==> src/rtl/decode_branch_unit.sv <==
// Decode-stage branch/jump resolution: target, taken decision, link address and flush window.
// Optional statistics counters are enabled by defining DECODE_BRANCH_STATS_EN.
module decode_branch_unit #(
    parameter int DATA_WIDTH   = 32,
    parameter int IMM_WIDTH    = 16,
    parameter int JADDR_WIDTH  = 26,
    parameter int FLUSH_CYCLES = 1,
    parameter int STAT_WIDTH   = 16
) (
    input  logic                   i_clock,
    input  logic                   i_reset,
    input  logic                   i_valid,
    input  logic                   i_stall,
    input  logic [2:0]             i_branch_op,
    input  logic [DATA_WIDTH-1:0]  i_currentpc,
    input  logic [IMM_WIDTH-1:0]   i_imm,
    input  logic [JADDR_WIDTH-1:0] i_jaddr,
    input  logic [DATA_WIDTH-1:0]  i_rs_data,
    input  logic [DATA_WIDTH-1:0]  i_rt_data,
    output logic                   o_take,
    output logic [DATA_WIDTH-1:0]  o_pc_target,
    output logic                   o_link_we,
    output logic [DATA_WIDTH-1:0]  o_link_addr,
    output logic                   o_flush,
    output logic                   o_busy
`ifdef DECODE_BRANCH_STATS_EN
    ,
    output logic [STAT_WIDTH-1:0]  o_branch_count,
    output logic [STAT_WIDTH-1:0]  o_taken_count
`endif
);

    localparam logic [2:0] OP_BEQ  = 3'd1;
    localparam logic [2:0] OP_BNE  = 3'd2;
    localparam logic [2:0] OP_J    = 3'd3;
    localparam logic [2:0] OP_JAL  = 3'd4;
    localparam logic [2:0] OP_JR   = 3'd5;
    localparam logic [2:0] OP_JALR = 3'd6;

    localparam logic [3:0]            FLUSH_LOAD  = 4'(FLUSH_CYCLES - 1);
    localparam logic [DATA_WIDTH-1:0] LINK_OFFSET = DATA_WIDTH'(32'd4);

    typedef enum logic {
        ST_IDLE  = 1'b0,
        ST_FLUSH = 1'b1
    } state_t;

    state_t                  state_r;
    logic [3:0]              count_r;
    logic [DATA_WIDTH-1:0]   imm_ext_s;
    logic [DATA_WIDTH-1:0]   target_s;
    logic                    taken_s;
    logic                    link_s;
    logic                    capture_s;

    assign capture_s = i_valid & ~i_stall & (state_r == ST_IDLE);

    // Target selection and taken/link decision for the op in decode
    always_comb begin
        imm_ext_s = {{(DATA_WIDTH-IMM_WIDTH){i_imm[IMM_WIDTH-1]}}, i_imm};
        target_s  = i_currentpc + {imm_ext_s[DATA_WIDTH-3:0], 2'b00};
        taken_s   = 1'b0;
        link_s    = 1'b0;
        case (i_branch_op)
            OP_BEQ: begin
                taken_s = (i_rs_data == i_rt_data);
            end
            OP_BNE: begin
                taken_s = (i_rs_data != i_rt_data);
            end
            OP_J, OP_JAL: begin
                target_s = {i_currentpc[DATA_WIDTH-1:JADDR_WIDTH+2], i_jaddr, 2'b00};
                taken_s  = 1'b1;
                link_s   = (i_branch_op == OP_JAL);
            end
            OP_JR, OP_JALR: begin
                target_s = i_rs_data;
                taken_s  = 1'b1;
                link_s   = (i_branch_op == OP_JALR);
            end
            default: begin
                taken_s = 1'b0;
                link_s  = 1'b0;
            end
        endcase
    end

    // Capture, output pulses and the counted flush window
    always_ff @(posedge i_clock) begin
        if (i_reset) begin
            state_r     <= ST_IDLE;
            count_r     <= 4'd0;
            o_take      <= 1'b0;
            o_link_we   <= 1'b0;
            o_flush     <= 1'b0;
            o_busy      <= 1'b0;
            o_pc_target <= {DATA_WIDTH{1'b0}};
            o_link_addr <= {DATA_WIDTH{1'b0}};
        end else begin
            o_take    <= 1'b0;
            o_link_we <= 1'b0;
            case (state_r)
                ST_IDLE: begin
                    if (capture_s) begin
                        o_pc_target <= target_s;
                        o_link_addr <= i_currentpc + LINK_OFFSET;
                        o_take      <= taken_s;
                        o_link_we   <= link_s;
                        if (taken_s) begin
                            state_r <= ST_FLUSH;
                            count_r <= FLUSH_LOAD;
                            o_flush <= 1'b1;
                            o_busy  <= 1'b1;
                        end
                    end
                end
                ST_FLUSH: begin
                    // Stall does not hold the window; it always drains
                    if (count_r == 4'd0) begin
                        state_r <= ST_IDLE;
                        o_flush <= 1'b0;
                        o_busy  <= 1'b0;
                    end else begin
                        count_r <= count_r - 4'd1;
                    end
                end
                default: begin
                    state_r <= ST_IDLE;
                    count_r <= 4'd0;
                    o_flush <= 1'b0;
                    o_busy  <= 1'b0;
                end
            endcase
        end
    end

`ifdef DECODE_BRANCH_STATS_EN
    localparam logic [STAT_WIDTH-1:0] STAT_ONE = {{(STAT_WIDTH-1){1'b0}}, 1'b1};
    localparam logic [STAT_WIDTH-1:0] STAT_MAX = {STAT_WIDTH{1'b1}};

    logic branch_op_s;
    assign branch_op_s = (i_branch_op != 3'd0) && (i_branch_op != 3'd7);

    // Saturating capture statistics
    always_ff @(posedge i_clock) begin
        if (i_reset) begin
            o_branch_count <= {STAT_WIDTH{1'b0}};
            o_taken_count  <= {STAT_WIDTH{1'b0}};
        end else begin
            if (capture_s && branch_op_s && (o_branch_count != STAT_MAX)) begin
                o_branch_count <= o_branch_count + STAT_ONE;
            end
            if (capture_s && taken_s && (o_taken_count != STAT_MAX)) begin
                o_taken_count <= o_taken_count + STAT_ONE;
            end
        end
    end
`endif

endmodule

==> config.mk <==
export PLATFORM = sky130hd
export DESIGN_NAME = decode_branch_unit
export DESIGN_NICKNAME = d
export VERILOG_FILES = /design/src/rtl/decode_branch_unit.sv
export SDC_FILE = /design/constraint.sdc
export NUM_CORES = 1
export LEC_CHECK = 0
export CAP_MARGIN = 20
export CORE_MARGIN = 4
export CORE_UTILIZATION = 45
export DETAILED_ROUTE_END_ITERATION = 12
export PLACE_DENSITY = 0.91
export SKIP_LAST_GASP = 1
export SYNTH_ARGS = -nofsm -noshare
export SYNTH_HDL_FRONTEND = slang
export SYNTH_SLANG_ARGS = --single-unit
==> constraint.sdc <==
create_clock -name i_clock -period 3.1 [get_ports i_clock]
set_input_delay 0.62 -clock i_clock [delete_from_list [all_inputs] [get_ports i_clock]]
set_output_delay 0.62 -clock i_clock [all_outputs]
set_load 0.005 [all_outputs]
* Word level (Yosys, flattened, before mapping)
Index checks and enable logic that the tools add are counted.
** Word-level totals
- Flip-flop bits (word level) :: 72
- Output and inout bits :: 68
- Word-level logic and storage cells :: 50
- Input port bits :: 145
** Cells by class
- Bitwise gates (word level) :: 5
- Reductions and logical operators :: 8
- Muxes and demuxes :: 15
- Add/subtract/negate cells :: 3
- Equality and inequality tests :: 12
** Operators with widths (number)
- 32-bit one-hot mux with 2 select lines :: 1
- 32-bit by 3-bit adder with 32-bit output (second input constant) :: 1
- 32-bit adder :: 1
- 32-bit equality test :: 1
- 32-bit inequality test :: 1
- 4-bit 2-to-1 mux :: 3
- 3-bit equality test (second input constant) :: 3
- 4-bit one-hot mux with 2 select lines :: 1
- 3-bit by 2-bit equality test with 1-bit output (second input constant) :: 2
- 1-bit 2-to-1 mux :: 6
- 2-bit inequality test (second input constant) :: 3
- 1-bit one-hot mux with 2 select lines :: 3
- 3-bit AND reduction :: 2
- 4-bit zero test :: 1
- 2-bit OR reduction :: 2
- 4-bit OR reduction :: 1
- 4-bit by 1-bit subtractor with 4-bit output (second input constant) :: 1
- 3-bit by 1-bit equality test with 1-bit output (second input constant) :: 1
- 1-bit NOT :: 3
- 1-bit one-hot mux with 3 select lines :: 1
- 3-bit OR reduction :: 1
- 1-bit bitwise AND :: 2
- 2-bit by 1-bit inequality test with 1-bit output (second input constant) :: 1
- 2-bit AND reduction :: 1

* Depth between registers and ports, before layout
Gate-level depths: netlist of the first run.
- Depth in word-level cells :: 6
- Mapped depth :: 10
- Mapped depth without buffers :: 10

* Least setup slack after synthesis of the first run
No wires, ideal clock.
- Path kind :: in2reg
- Start :: input i_currentpc[12]
- End :: register o_pc_target[31]
- Slack :: 0.374 ns
- Setup time :: 0.120 ns
- Arrival :: 2.606 ns
- Required time :: 2.980 ns
- Stages :: 9
- Buffers on the path :: 0
- Path through :: ha_1 and3_1 and3_1 and3_1 o41a_1 a21oi_2 mux2i_1 a31o_1 nand3_1
** Between the ends
- Longest elaborated chain between the ends :: 2
** Ends and longest elaborated chain
- start, declared :: line 15 : input logic [DATA_WIDTH-1:0] i_currentpc,
- 32-bit adder :: line 61 : target_s = i_currentpc + {imm_ext_s[DATA_WIDTH-3:0], 2'b00};
- 32-bit one-hot mux with 2 select lines :: line 64 : case (i_branch_op)
- end signal, assigned :: line 97 : o_pc_target <= {DATA_WIDTH{1'b0}};
- end signal, assigned :: line 105 : o_pc_target <= target_s;
- end, declared :: line 21 : output logic [DATA_WIDTH-1:0] o_pc_target,
No other way between the ends.
A chain may end at the register's enable or synchronous reset.

* Worst setup path in the final report of the first run
- Start :: input i_currentpc[10]
- End :: register o_pc_target[31]
The elaborated chain is that of the path after synthesis.

==> out/qor.txt, run 1 <==
GRT overflow = 0
Mapped Nets = 852
Max stage delay on crit path = 0.47 ns
min cycle time layout = 2.98 ns
vias in the first global route = 6182
RSZ-0062 raised after global routing = yes
Synth area leader = dfxtp_1
worst vdd ir = 0.230 mV
number of synthesis warnings = 0
synthesis-stage register bit count = 72
most common cell in the synthesized netlist = nor2_1
IO Port Bufs = 212
Seq/Total Area, Yosys = 26.9%
CTS tree = yes
die area = 13700 um2
top cells by count, synth = 90 x nor2_1, 72 x dfxtp_1, 57 x xnor2_1, 54 x a21oi_1, 45 x nand2_1
Fillers = 817
Cell Rows = 39
Slew Viols, Final = 0
multi-input logic area = 3740 um2
Worst Skew = 0.00514 ns
crit path cell chain = clkdlybuf4s50_1 > ha_1 > and3_1 > and3_1 > and3_1 > o41a_1 > a21oi_2 > mux2i_1 > a31o_1 > nand3_1
r2r endpoint = o_link_addr[11]
Chip Width = 117 um
fraction of synthesis flops using an asynchronous set or reset pin = 0%
gpl congestion = 0.948
Final HPWL DP = 15.5 mm
layout cells sized above 1 = 13.1%
final instance area = 8470 um2
fin util = 73.5%
Post-synth top flop = dfxtp_1
I/O pin count = 213
Placed Area = 8180 um2
initial antenna violation count = 0
crit path max fanout = 4
htree depth = 3
worst r2r src = state_r
Min-Delay Endpoint = o_link_addr[3]
top-area cell type share of the netlist area = 26.9%
Post-CTS Hold Buffers = 0
CP required = 3.33 ns
clk_lat worst skew = 0.34 ns
Slowest cell on crit path = o41a_1
Starting Density = 46.4%
LEAKAGE = 3.31 nW
Netlist cell types = 66
Hold Vio Cnt, Final = 0
CP most frequent cell = and3_1
pre-CTS setup slack = -0.219 ns
Routed WL = 19.5 mm
Die Y = 117 um
largest net degree at the start of global routing = 49
Seq. cell area = 1440 um2
Routed WL per cell = 17.8 um
critical path's top delay family = compound AO/OA/AOI/OAI gates
first-pass GRT wire length = 30.4 mm
CTS Buf Count = 9
CTS clk-pin slew, worst paths = 0.06 ns
R2R depth = 5
post-CTS setup buffers = 0
setup violators final = 0
Initial DRC Count = 428
crit path buf inv count = 1
Power, Total = 3.26 mW
CP endpoint kind = flip-flop
final net count = 1127
max-cap viol count = 0
GRT Util Overall = 28.4%
Hold Startpoint = o_link_addr[3]
CP arrival = 3.21 ns
hold path depth = 2
CTS Root Cell = clkbuf_16
Post-Syn Instances = 674
setup ws final = 0.119 ns
area grow syn2layout = 58.3%
reg2reg setup slack = 1.25 ns
Power Dens Cells = 386 nW/um2
antenna-violating nets left = 0
Post-Syn Area = 5350 um2
CORE AREA = 11500 um2
CP Launch Type = primary input
f_max = 0.335 GHz
status = complete, no violations
Worst slew margin = 37.8%
Clock Sinks = 72
DRC = 0
Via density = 5.75
number of synthesized flops with an enable pin = 0
Crit Path Category = in -> reg
ANT cells = 0
Final Cycle Share = 96.2%
first-pass detailed-route iteration total = 5
Tightest Pin Transition = 0.933 ns
Worst Hold Class = reg -> reg
Synth Area per Inst = 7.94 um2
Vias = 6302
largest buffer count on any clock path = 2
synth top area cells = dfxtp_1 27%, xnor2_1 9.3%, ha_1 7.5%
==> flip-flops by register name, summed over array words and instances, names as in the netlist <==
| name | flops |
|---|---|
| o_busy | 1 |
| count_r | 4 |
| o_link_we | 1 |
| state_r | 1 |
| o_pc_target | 32 |
| o_take | 1 |
| o_link_addr | 32 |
==> placed cells by master, fill, tap and decap left out, types with 23 or more instances in the layout <==
master,count
ha_1,31
buf_4,86
xnor2_1,57
nand2_1,45
a21oi_1,54
a211oi_1,36
nor2_1,89
nand3_1,23
dfxtp_1,72
clkdlybuf4s50_1,211
nor3_1,29
==> worst max path at each step <==
stage | depth (start not counted) | end | from
after floorplan | 9 | o_pc_target[31] | i_currentpc[12]
after global placement | 10 | o_pc_target[31] | i_currentpc[3]
after detailed placement | 12 | o_pc_target[30] | i_currentpc[2]
after CTS | 12 | o_pc_target[30] | i_currentpc[2]
after global routing | 12 | o_pc_target[30] | i_currentpc[2]
final | 10 | o_pc_target[31] | i_currentpc[10]
==> metrics by stage <==
stage | cells | setup TNS (ns) | hold WS [ns]
2_1_floorplan | 674 | 0 | 0.448
3_3_place_gp | 1081 | -0.634 | 0.441
3_5_place_dp | 1081 | -1.64 | 0.450
4_1_cts | 1096 | 0 | 0.467
5_1_grt | 1096 | -0.00785 | 0.499
6_report | 1096 | 0 | 0.471
==> power by group <==
group | switching, mW | internal [mW]
Sequential | 0.0371 | 0.996
Combinational | 0.552 | 0.640
Clock | 0.404 | 0.637
==> per-layer routing <==
| layer | routed length [um] | global-route usage, % | vias up |
|---|---|---|---|
| met4 | 721 | 12.7 | 0 |
| li1 | - | - | 3056 |
| met3 | 1510 | 5.86 | 49 |
| met5 | 0 | 0 | - |
| met2 | 9230 | 48.6 | 300 |
| met1 | 8080 | 34.5 | 2897 |
==> worst min-delay path, cell delays in order, from the launching register on <==
cell,delay [ns]
dfxtp_1,0.31
nand2_1,0.05
a21oi_1,0.05
==> timing repair <==
| item | 4_1_cts | 5_1_grt |
|---|---|---|
| endpoints found under the hold margin | 0 | 0 |
| gates resized for setup | 0 | 1 |
| setup endpoints to repair | 0 | 2 |
==> logic make-up after synthesis <==
kind of cell | after synthesis | share of synthesized area (%)
AOI/OAI and AO/OA | 192 | 25.7
buffers and inverters | 45 | 3.39
xor gates and xnor gates | 79 | 12.9
muxes | 3 | 0.585
adders and majority gates | 33 | 7.86
and+or+nand+nor | 250 | 22.6
DFF | 72 | 26.9
==> final cells by class <==
cell class / count / share of cell area [%]
clock buffers: 11 / 2.87
multi-input cells: 557 / 44.1
inverters: 10 / 0.443
flip-flops and latches: 72 / 17.0
well taps: 143 / 2.11
clock inverters: 4 / 0.532
repair buffers: 299 / 32.9
Note: power is estimated with default switching activity, not from simulation.
==> run 2, diff against run 1 <==
- GPL_ROUTABILITY_DRIVEN: unset -> 0
==> out/qor.txt, run 2 (synthesis gave the netlist of run 1 again) <==
status = complete, no violations
largest buffer count on any clock path = 2
antenna-violating nets left = 0
RSZ-0062 raised after global routing = yes
Cell Rows = 39
final net count = 1129
Final HPWL DP = 15.6 mm
Clock Sinks = 72
Power, Total = 3.42 mW
Via density = 5.78
Routed WL per cell = 17.9 um
post-CTS setup buffers = 0
Fillers = 824
Largest regs = o_link_addr (32), o_pc_target (32), count_r (4)
Max stage delay on crit path = 0.54 ns
I/O pin count = 213
fin util = 74.2%
reg2reg setup slack = 1.30 ns
GRT overflow = 0
crit path buf inv count = 2
critical path's top delay family = simple AND/OR/NAND/NOR gates
Routed WL = 19.7 mm
clk_lat worst skew = 0.33 ns
commonest non-fill, non-tap cells in the layout = 210 x clkdlybuf4s50_1, 89 x nor2_1, 89 x buf_4
CP endpoint kind = flip-flop
setup ws final = 0.109 ns
Crit Path Category = in -> reg
LEAKAGE = 3.34 nW
ANT cells = 0
Cell Count, Final, Fillers Out = 1099
crit path max fanout = 4
Hold Vio Cnt, Final = 0
CTS Buf Count = 9
max-cap viol count = 0
Worst Skew = 0.00465 ns
Starting Density = 46.4%
first-pass GRT wire length = 30.4 mm
CP arrival = 3.27 ns
Final Cycle Share = 96.5%
CTS Root Cell = clkbuf_16
initial antenna violation count = 0
Power Dens Cells = 401 nW/um2
number of placed instances, taps included = 1083
pre-CTS setup slack = -0.192 ns
R2R depth = 6
GRT Util Overall = 28.3%
Die Y = 117 um
Worst Hold Class = reg -> reg
layout cells sized above 1 = 13.5%
Slew Viols, Final = 0
Tightest Pin Transition = 0.771 ns
Hold Startpoint = o_link_addr[0]
worst vdd ir = 0.224 mV
most common cell after layout, fill and taps aside = clkdlybuf4s50_1
f_max = 0.334 GHz
Post-CTS Hold Buffers = 0
setup violators final = 0
CTS clk-pin slew, worst paths = 0.06 ns
Chip Width = 117 um
worst r2r src = state_r
vias in the first global route = 6148
htree depth = 3
WHS = 0.462 ns
area grow syn2layout = 59.6%
min cycle time layout = 2.99 ns
Slowest cell on crit path = or4b_1
post-CTS resize count = 0
Initial DRC Count = 561
Min-Delay Endpoint = o_link_addr[0]
Vias = 6348
Seq. cell area = 1440 um2
CP most frequent cell = nand3_2
CORE AREA = 11500 um2
die area = 13700 um2
CTS tree = yes
multi-input logic area = 3760 um2
Worst slew margin = 48.6%
crit path cell chain = clkdlybuf4s50_1 > ha_4 > fa_1 > a211oi_1 > buf_4 > o21ai_2 > nand3_2 > nand3_2 > a41oi_2 > o31a_1 > or4b_1 > nand3_1
CP Launch Type = primary input
largest net degree at the start of global routing = 51
DRC = 0
r2r endpoint = o_pc_target[11]
hold path depth = 2
first-pass detailed-route iteration total = 5
IO Port Bufs = 212
CP required = 3.38 ns
run 2: changes by cell type in the layout (fill, tap and decap cells not counted), sizes merged:
cell and delta:
buf +2, bufinv +2, clkinv -2, clkdlybuf4s50 -1, dlymetal6s2s +1, inv +1
run 2: worst max-delay path by stage:
stage               startpoint         endpoint  slack, ns  cells past startpoint
2_1_floorplan  i_currentpc[12]  o_pc_target[31]       0.37                      9
3_3_place_gp    i_currentpc[3]  o_pc_target[31]      -0.13                     10
3_5_place_dp    i_currentpc[2]  o_pc_target[30]      -0.19                     12
4_1_cts        i_currentpc[11]  o_pc_target[31]       0.11                     11
5_1_grt        i_currentpc[10]  o_pc_target[31]     -0.009                     10
6_report              i_imm[0]  o_pc_target[30]       0.11                     12
run 2: layout make-up:
| type | count | area share (%) |
|---|---|---|
| Clock buffer | 11 | 2.73 |
| Clock inverter | 5 | 1.22 |
| Timing Repair Buffer | 301 | 32.6 |
| Inverter | 10 | 0.440 |
| Sequential cell | 72 | 16.9 |
| Tap cell | 143 | 2.10 |
| Multi-Input combinational cell | 557 | 44.0 |
run 2: through the flow:
stage | setup TNS, ns | instance area, um2
2_1_floorplan | 0 | 5350
3_3_place_gp | -0.545 | 8180
3_5_place_dp | -1.58 | 8180
4_1_cts | 0 | 8510
5_1_grt | -0.00933 | 8540
6_report | 0 | 8540
run 2: power by group:
group | switching, mW | internal (mW) | total, mW | leakage [nW]
clock network | 0.407 | 0.788 | 1.20 | 0.164
registers | 0.0366 | 0.996 | 1.03 | 0.593
logic | 0.555 | 0.640 | 1.19 | 2.59
total | 0.999 | 2.42 | 3.42 | 3.34
run 2: worst min-delay path, cell delays in order (launching register included):
cell and delay, ns:
dfxtp_1 0.31, nand2_1 0.05, a21oi_1 0.05
run 2: layer usage:
metal  routed length, um  GRT usage, %  part of all wire, %  up-vias
met3                1640          4.94                  8.3       60
met1                7820          34.6                   40     2893
met5                   0             0                    0        -
met2                9390          48.2                   48      331
met4                 828          13.3                  4.2        0
li1                    -             -                    -     3064
==> run 3, diff against run 2 <==
- PLACE_DENSITY: 0.91 -> 0.87
==> out/qor.txt, run 3 (synthesis gave the netlist of run 1 again) <==
largest buffer count on any clock path = 2
Final HPWL DP = 15.5 mm
Clock power frac = 32.5%
die area = 13700 um2
final net count = 1129
I/O pin count = 213
ANT cells = 0
Switching Share = 30.8%
first-pass detailed-route iteration total = 5
GRT Util Overall = 28.5%
Vias = 6298
clk_lat worst skew = 0.34 ns
GRT overflow = 0
min cycle time layout = 2.99 ns
reg2reg setup slack = 1.16 ns
worst vdd ir = 0.266 mV
sequential power share = 31.3%
IO Port Bufs = 212
setup_tns = 0 ns
Via density = 5.73
Worst slew margin = 37.9%
hold path depth = 2
htree depth = 3
Routed WL per cell = 17.8 um
RSZ-0062 raised after global routing = no
first-pass GRT wire length = 30.6 mm
Worst Skew = 0.0105 ns
commonest non-fill, non-tap cells in the layout = 210 x clkdlybuf4s50_1, 89 x nor2_1, 89 x buf_4
r2r endpoint = o_pc_target[11]
Worst Hold Class = reg -> reg
CTS Root Cell = clkbuf_16
status = complete, no violations
setup violators final = 0
most common cell after layout, fill and taps aside = clkdlybuf4s50_1
Comb power frac = 36.2%
Slew Viols, Final = 0
vias in the first global route = 6359
Cell Rows = 39
Hold Startpoint = o_link_addr[1]
Min-Delay Endpoint = o_link_addr[1]
initial antenna violation count = 0
f_max = 0.334 GHz
pre-CTS setup slack = -0.298 ns
Routed WL = 19.5 mm
Clock Sinks = 72
R2R depth = 6
LEAKAGE = 3.32 nW
CP required = 3.32 ns
DRC = 0
CP endpoint kind = flip-flop
largest net degree at the start of global routing = 51
CTS Buf Count = 9
Crit Path Category = in -> reg
Hold Vio Cnt, Final = 0
Starting Density = 46.4%
CORE AREA = 11500 um2
Pint = 2.28 mW
setup ws final = 0.108 ns
post-CTS setup buffers = 0
Power Dens Cells = 388 nW/um2
layout cells sized above 1 = 13.6%
post-CTS resize count = 0
Chip Width = 117 um
area grow syn2layout = 58.8%
CTS tree = yes
max-cap viol count = 0
CP arrival = 3.22 ns
CTS clk-pin slew, worst paths = 0.06 ns
worst r2r src = state_r
CP Launch Type = primary input
Power, Total = 3.30 mW
P_sw = 1.02 mW
antenna-violating nets left = 0
crit path max fanout = 4
Final Cycle Share = 96.5%
Die Y = 117 um
Initial DRC Count = 475
Tightest Pin Transition = 0.931 ns
Post-CTS Hold Buffers = 0
Largest regs = o_link_addr (32), o_pc_target (32), count_r (4)
==> run 3: changes by cell type in the layout (fill, tap and decap cells not counted) <==
cell        change
clkbuf_8        +1
o21ai_0         +1
bufinv_16       -2
ha_4            -1
clkbuf_1        -2
o21ai_1         -1
clkinvlp_4      +3
ha_1            +1
==> run 3: worst max path at each step <==
stage | startpoint | slack (ns) | end
2_1_floorplan | i_currentpc[12] | 0.37 | o_pc_target[31]
4_1_cts | i_currentpc[3] | 0.04 | o_pc_target[31]
5_1_grt | i_currentpc[2] | 0.02 | o_pc_target[30]
3_3_place_gp | i_currentpc[3] | -0.18 | o_pc_target[31]
6_report | i_currentpc[10] | 0.11 | o_pc_target[31]
3_5_place_dp | i_currentpc[3] | -0.30 | o_pc_target[31]
==> run 3: per-layer routing <==
| layer | vias to the layer above | GRT usage, % | wire, um |
|---|---|---|---|
| li1 | 3062 | - | - |
| met1 | 2869 | 35.2 | 7940 |
| met2 | 315 | 47.9 | 9100 |
| met3 | 52 | 5.45 | 1700 |
| met4 | 0 | 13.6 | 791 |
| met5 | - | 0 | 0 |
==> run 3: cell type report <==
class / instances / area (um2)
Clock buffer: 10 / 239
Tap cell: 143 / 179
Inverter: 10 / 37.5
Fill cell: 869 / 3020
Clock inverter: 6 / 66.3
Timing Repair Buffer: 301 / 2790
Sequential cell: 72 / 1440
Multi-Input combinational cell: 557 / 3740
==> run 3: power by group through the flow <==
stage	Combinational [mW]	Clock (mW)	Sequential (mW)
4_1_cts	1.18	1.08	1.03
6_report	1.19	1.07	1.03
3_3_place_gp	1.15	0	1.05
3_5_place_dp	1.17	0	1.05
2_1_floorplan	0.529	0	1.06
5_1_grt	1.29	1.10	1.04
==> run 3: through the flow <==
| stage | util [%] | instance area, um2 | hold slack (ns) | std cells |
|---|---|---|---|---|
| floorplan | - | 5350 | 0.448 | 674 |
| global placement | 71.0 | 8180 | 0.441 | 1083 |
| detailed placement | 71.0 | 8180 | 0.448 | 1083 |
| CTS | 73.7 | 8480 | 0.455 | 1099 |
| global route | 73.8 | 8500 | 0.479 | 1099 |
| finish | 73.8 | 8500 | 0.458 | 1099 |
==> run 3: worst max-delay path, cell delays in order <==
cell	delay, ns
clkdlybuf4s50_1	0.44
ha_1	0.36
and3_1	0.24
and3_1	0.19
and3_1	0.19
o41a_1	0.47
a21oi_2	0.21
mux2i_1	0.25
a31o_1	0.16
nand3_1	0.08
